### config.mk
export PLATFORM = sky130hd
export DESIGN_NAME = hazard_ctrl
export DESIGN_NICKNAME = d
export VERILOG_FILES = /design/src/rtl/hazard_ctrl.sv
export SDC_FILE = /design/constraint.sdc
export NUM_CORES = 1
export LEC_CHECK = 0
export ABC_AREA = 1
export CORE_MARGIN = 2
export CORE_UTILIZATION = 35
export DETAILED_ROUTE_END_ITERATION = 10
export HOLD_SLACK_MARGIN = 0.05
export PLACE_DENSITY = 0.56
export SYNTH_ARGS = -nofsm -noshare
export SYNTH_HDL_FRONTEND = slang
export SYNTH_SLANG_ARGS = --single-unit
### constraint.sdc
create_clock -name clock -period 2.75 [get_ports clock]
set_input_delay 0.55 -clock clock [delete_from_list [all_inputs] [get_ports clock]]
set_output_delay 0.55 -clock clock [all_outputs]
set_load 0.01 [all_outputs]
### src/rtl/hazard_ctrl.sv
// Hazard and stall controller for a 5-stage MIPS pipeline: load-use bubbles,
// taken-branch squashes, multi-cycle memory freeze with timeout halt, and statistics.
module hazard_ctrl #(
  parameter int REG_ADDR_WIDTH = 5,
  parameter int MEM_TIMEOUT    = 15
) (
  input  logic                      clock,
  input  logic                      reset,
  input  logic                      idExMemRead,
  input  logic [REG_ADDR_WIDTH-1:0] idExRt,
  input  logic [REG_ADDR_WIDTH-1:0] ifIdRs,
  input  logic [REG_ADDR_WIDTH-1:0] ifIdRt,
  input  logic                      exMemBranch,
  input  logic                      exMemZero,
  input  logic                      exMemMemRead,
  input  logic                      exMemMemWrite,
  input  logic                      memReady,
  output logic                      pcWrite,
  output logic                      ifIdWrite,
  output logic                      ifIdFlush,
  output logic                      idExFlush,
  output logic                      exMemFlush,
  output logic                      idExHold,
  output logic                      exMemHold,
  output logic                      memRequest,
  output logic                      memTimeout,
  output logic [1:0]                state,
  output logic [15:0]               stallCycles,
  output logic [15:0]               flushCount
);

  localparam int WCW = $clog2(MEM_TIMEOUT + 1);

  typedef enum logic [1:0] {
    ST_RUN      = 2'd0,
    ST_MEM_WAIT = 2'd1,
    ST_HALT     = 2'd2
  } state_t;

  state_t           r_state;
  state_t           w_state_next;
  logic [WCW-1:0]   r_wait_count;
  logic [WCW-1:0]   w_wait_count_next;
  logic             r_timeout;
  logic             w_timeout_next;
  logic [15:0]      r_stall;
  logic [15:0]      r_flush;
  logic             w_freeze;
  logic             w_mem_access;
  logic             w_branch_taken;
  logic             w_load_use;

  assign w_mem_access   = exMemMemRead | exMemMemWrite;
  assign w_branch_taken = exMemBranch & exMemZero;
  assign w_load_use     = idExMemRead && (idExRt != '0) &&
                          ((idExRt == ifIdRs) || (idExRt == ifIdRt));

  // Next-state logic; w_freeze selects freeze controls, otherwise advance controls apply.
  always_comb begin
    w_state_next      = r_state;
    w_wait_count_next = r_wait_count;
    w_timeout_next    = r_timeout;
    w_freeze          = 1'b0;
    memRequest        = 1'b0;
    unique case (r_state)
      ST_RUN: begin
        memRequest = w_mem_access;
        if (w_mem_access && !memReady) begin
          w_freeze          = 1'b1;
          w_state_next      = ST_MEM_WAIT;
          w_wait_count_next = WCW'(1);
        end
      end
      ST_MEM_WAIT: begin
        memRequest = w_mem_access;
        if (memReady) begin
          w_state_next      = ST_RUN;
          w_wait_count_next = '0;
        end else if (r_wait_count == WCW'(MEM_TIMEOUT)) begin
          w_freeze       = 1'b1;
          w_state_next   = ST_HALT;
          w_timeout_next = 1'b1;
        end else begin
          w_freeze          = 1'b1;
          w_wait_count_next = r_wait_count + WCW'(1);
        end
      end
      default: begin
        w_freeze = 1'b1;
      end
    endcase
    if (reset) begin
      memRequest = 1'b0;
    end
  end

  // Pipeline register controls; a taken branch outranks a load-use bubble.
  always_comb begin
    pcWrite    = 1'b1;
    ifIdWrite  = 1'b1;
    ifIdFlush  = 1'b0;
    idExFlush  = 1'b0;
    exMemFlush = 1'b0;
    idExHold   = 1'b0;
    exMemHold  = 1'b0;
    if (reset) begin
      pcWrite    = 1'b0;
      ifIdWrite  = 1'b0;
      ifIdFlush  = 1'b1;
      idExFlush  = 1'b1;
      exMemFlush = 1'b1;
    end else if (w_freeze) begin
      pcWrite   = 1'b0;
      ifIdWrite = 1'b0;
      idExHold  = 1'b1;
      exMemHold = 1'b1;
    end else if (w_branch_taken) begin
      ifIdFlush  = 1'b1;
      idExFlush  = 1'b1;
      exMemFlush = 1'b1;
    end else if (w_load_use) begin
      pcWrite   = 1'b0;
      ifIdWrite = 1'b0;
      idExFlush = 1'b1;
    end
  end

  always_ff @(posedge clock) begin
    if (reset) begin
      r_state      <= ST_RUN;
      r_wait_count <= '0;
      r_timeout    <= 1'b0;
      r_stall      <= '0;
      r_flush      <= '0;
    end else begin
      r_state      <= w_state_next;
      r_wait_count <= w_wait_count_next;
      r_timeout    <= w_timeout_next;
      if ((r_state != ST_HALT) && !pcWrite && (r_stall != 16'hFFFF)) begin
        r_stall <= r_stall + 16'd1;
      end
      if (exMemFlush && (r_flush != 16'hFFFF)) begin
        r_flush <= r_flush + 16'd1;
      end
    end
  end

  assign state       = r_state;
  assign memTimeout  = r_timeout;
  assign stallCycles = r_stall;
  assign flushCount  = r_flush;

endmodule

==> results.md <==
* Post-layout min period at 2579 ps
* Fill count at 807
* RePlAce Congestion at 0.7869
* Reported max-cap violation count at 0
* IO Pins at 66
* Final period util at 93.79%
* Critical Path RT at 2200 ps
* Die Wd at 91.77 um
* Initial antenna violation count at 0
* Hold_ws at 478.7 ps
* Post-route ant nets at 0
* Core Rows at 32
* Syn Nets at 450
* CP startpoint kind: input port
* Clock skew at 6.310 ps
* Min-delay worst type: register to register
* Cells after DPL at 582
* Clk buf depth at 2
* Area share of the leading cell type in the synthesized netlist at 28.96%
* Die H at 91.77 um
* LEAKAGE at 1.562 nW
* First-pass DRT Iterations at 4
* Post-DP Area at 3421 sq um
* Outcome: complete, no violations
* Clock insertion delay at the later pin of the skew report at 290 ps
* Initial Util at 35.44%
* Yosys warnings at 0
* Routed WL per cell at 10.92 um
* Area Growth Syn to Fin at 31.09%
* PortBufs at 65
* DRC at 0
* Via-to-Cell Ratio at 4.509
* Synth top area cells: dfxtp_1, nand2_1, inv_1, nor2_1, nand3_1
* Worst hold start: memTimeout
* Root Driver: clkbuf_8
* Routed wire length at 6456 um
* Mapped cell area at 2696 sq um
* Final Setup Violations at 0
* Commonest non-fill, non-tap cell in the layout: nand2_1
* RSZ-0062 raised after global routing: no
* Vias in the first global route at 2502
* Sequential fraction of the synthesis area at 28.96%
* Area leader, netlist: dfxtp_1
* Initial drt markers at 114
* CP peak stage delay at 530 ps
* Routed vias at 2665
* Critical Path Fanout Max at 4
* DP HPWL at 4711 um
* GRT Residual Overflow at 0
* Crit path cell chain: clkdlybuf4s50_1 -> inv_2 -> nand2_1 -> nand2_1 -> nor2_1 -> nand3_1 -> nand2_1 -> nand3_1 -> nand2_1 -> inv_1 -> dlygate4sd2_1
* Pwr dens at 363.2 nW/um^2
* Cell variety after synth at 34
* FFs w/ async S/R, synth at 0%
* Final Non-Filler Cells at 591
* Syn avg cell area at 6.359 sq um
* VDD IR max at 0.0002078 V
* Pin count of the biggest net entering global routing at 31
* #FFs+latches synth at 39
* Max-slew headroom at 37.92%
* H-tree depth at 2
* Post-Syn Instances at 424
* First-pass GRT wire length at 10950 um
* Hold Path Depth at 2
* Clk sink count at 39
* CTS tree: done
* Highest-count cells in the layout ignoring fill and taps: nand2_1, inv_1, clkdlybuf4s50_1, nor2_1, dfxtp_1
* Hold-fix buffers, CTS at 0
* Slowest CP cell: clkdlybuf4s50_1
* Crit Path Class: input port to output port
* Primary FF master, synth: dfxtp_1
* Slew Limit Fails at 0
* Fmax at 0.3877 GHz
* Proportion of layout cells with a drive suffix above 1 at 11.86%
* Hold endpoint: memTimeout
* Cts bufs inserted at 5
* GRT Util Overall at 15.65%
* Reg-to-Reg End: stallCycles[15]
* Design Area, Final at 3535 sq um
* Reg2Reg Setup Slack at 710 ps
* Critical path's most frequent cell: nand2_1
* Slew @ Worst Pin at 929.0 ps
* FF-to-FF Start: stallCycles[1]
* Worst reg2reg path depth at 10
* Die ar. at 8422 sq um
* Clk slew on worst S/H paths at 70 ps
* Arrival time worst endpoint at 2030 ps
* Floorplan core area at 7607 sq um
* Post-synth EDFFs at 0
* Final Hold Viols at 0
* # diodes at 0
* # nets final at 514
* Worst Setup End Kind: output port
==> worst max path at each step <==
stage / from / endpoint / slack (ps) / cells past startpoint
floorplan: exMemMemWrite / pcWrite / 660 / 9
global placement: idExRt[0] / idExFlush / -30 / 10
detailed placement: idExRt[2] / idExFlush / -70 / 10
CTS: exMemMemRead / exMemHold / 7 / 8
global route: idExRt[3] / ifIdWrite / 30 / 11
finish: idExRt[0] / ifIdWrite / 170 / 11
==> metal layers <==
metal / wire (um) / vias up / global-route usage (%)
met5: 0 / - / 0
met4: 66 / 0 / 4.229
met3: 209 / 6 / 3.040
met2: 2963 / 48 / 26.41
met1: 3216 / 1165 / 20.41
li1: - / 1446 / -
==> flip-flops by register name (all words and copies together), names as in the netlist <==
signal	flops
r_wait_count	4
state	2
memTimeout	1
flushCount	16
stallCycles	16
==> cells by family (layout without fill, tap and decap cells) <==
kind of cell,Yosys count,after routing,synth area share [%]
AND/OR/NAND/NOR,245,245,42.97
buffers and inverters,94,159,14.90
flip-flops,39,39,28.96
AO/OA/AOI/OAI,28,28,6.914
XOR/XNOR,15,15,4.873
adder cells (fa/ha/maj),3,3,1.392
==> Yosys cell counts (2+ instances only) <==
library cell and n:
clkbuf_1 5, inv_1 71, nor2_4 3, nand2_1 101
ha_1 3, xor2_1 7, nor3_1 6, o21ai_0 6
nand3_1 33, nand2_4 2, xnor2_1 8, nand3_2 2
nor2_1 52, inv_2 6, nor2_2 5, a21oi_1 8
nand2_2 11, dfxtp_1 39, buf_2 3, buf_4 5
a21oi_2 11, nand4_1 25
==> layout make-up <==
cell class,count,area [sq um],share of cell area [%]
Clock buffer,8,100.1,2.832
Multi-Input combinational cell,291,1514,42.83
Timing Repair Buffer,73,716.9,20.28
Inverter,78,295.3,8.354
Sequential cell,39,780.7,22.09
Tap cell,102,127.6,3.611
==> report_power, final <==
part           total, mW  switching, mW  internal [mW]
clock network      0.436          0.206          0.229
logic              0.251          0.133          0.118
registers          0.597         0.0187          0.578
total               1.28          0.359          0.925
==> critical path: cells and delay by family <==
kind	cells	cell delay, ps
buf+inv	4	920
simple gates	7	550
==> what timing repair did <==
action	in CTS	in global routing
pin swaps	0	0
setup endpoints to repair	3	4
setup buffers	0	1
gates resized for setup	3	4
==> through the flow <==
stage	utilization [%]	TNS, ps	worst slack [ps]	total power [mW]
floorplan	-	0	658.5	0.7655
global placement	44.97	-65.72	-34.88	0.8636
detailed placement	44.97	-136.3	-66.72	0.8665
CTS	46.23	0	7.172	1.311
global route	46.46	0	28.82	1.363
finish	46.46	0	170.9	1.284
Power figures use the tool's default switching activity.
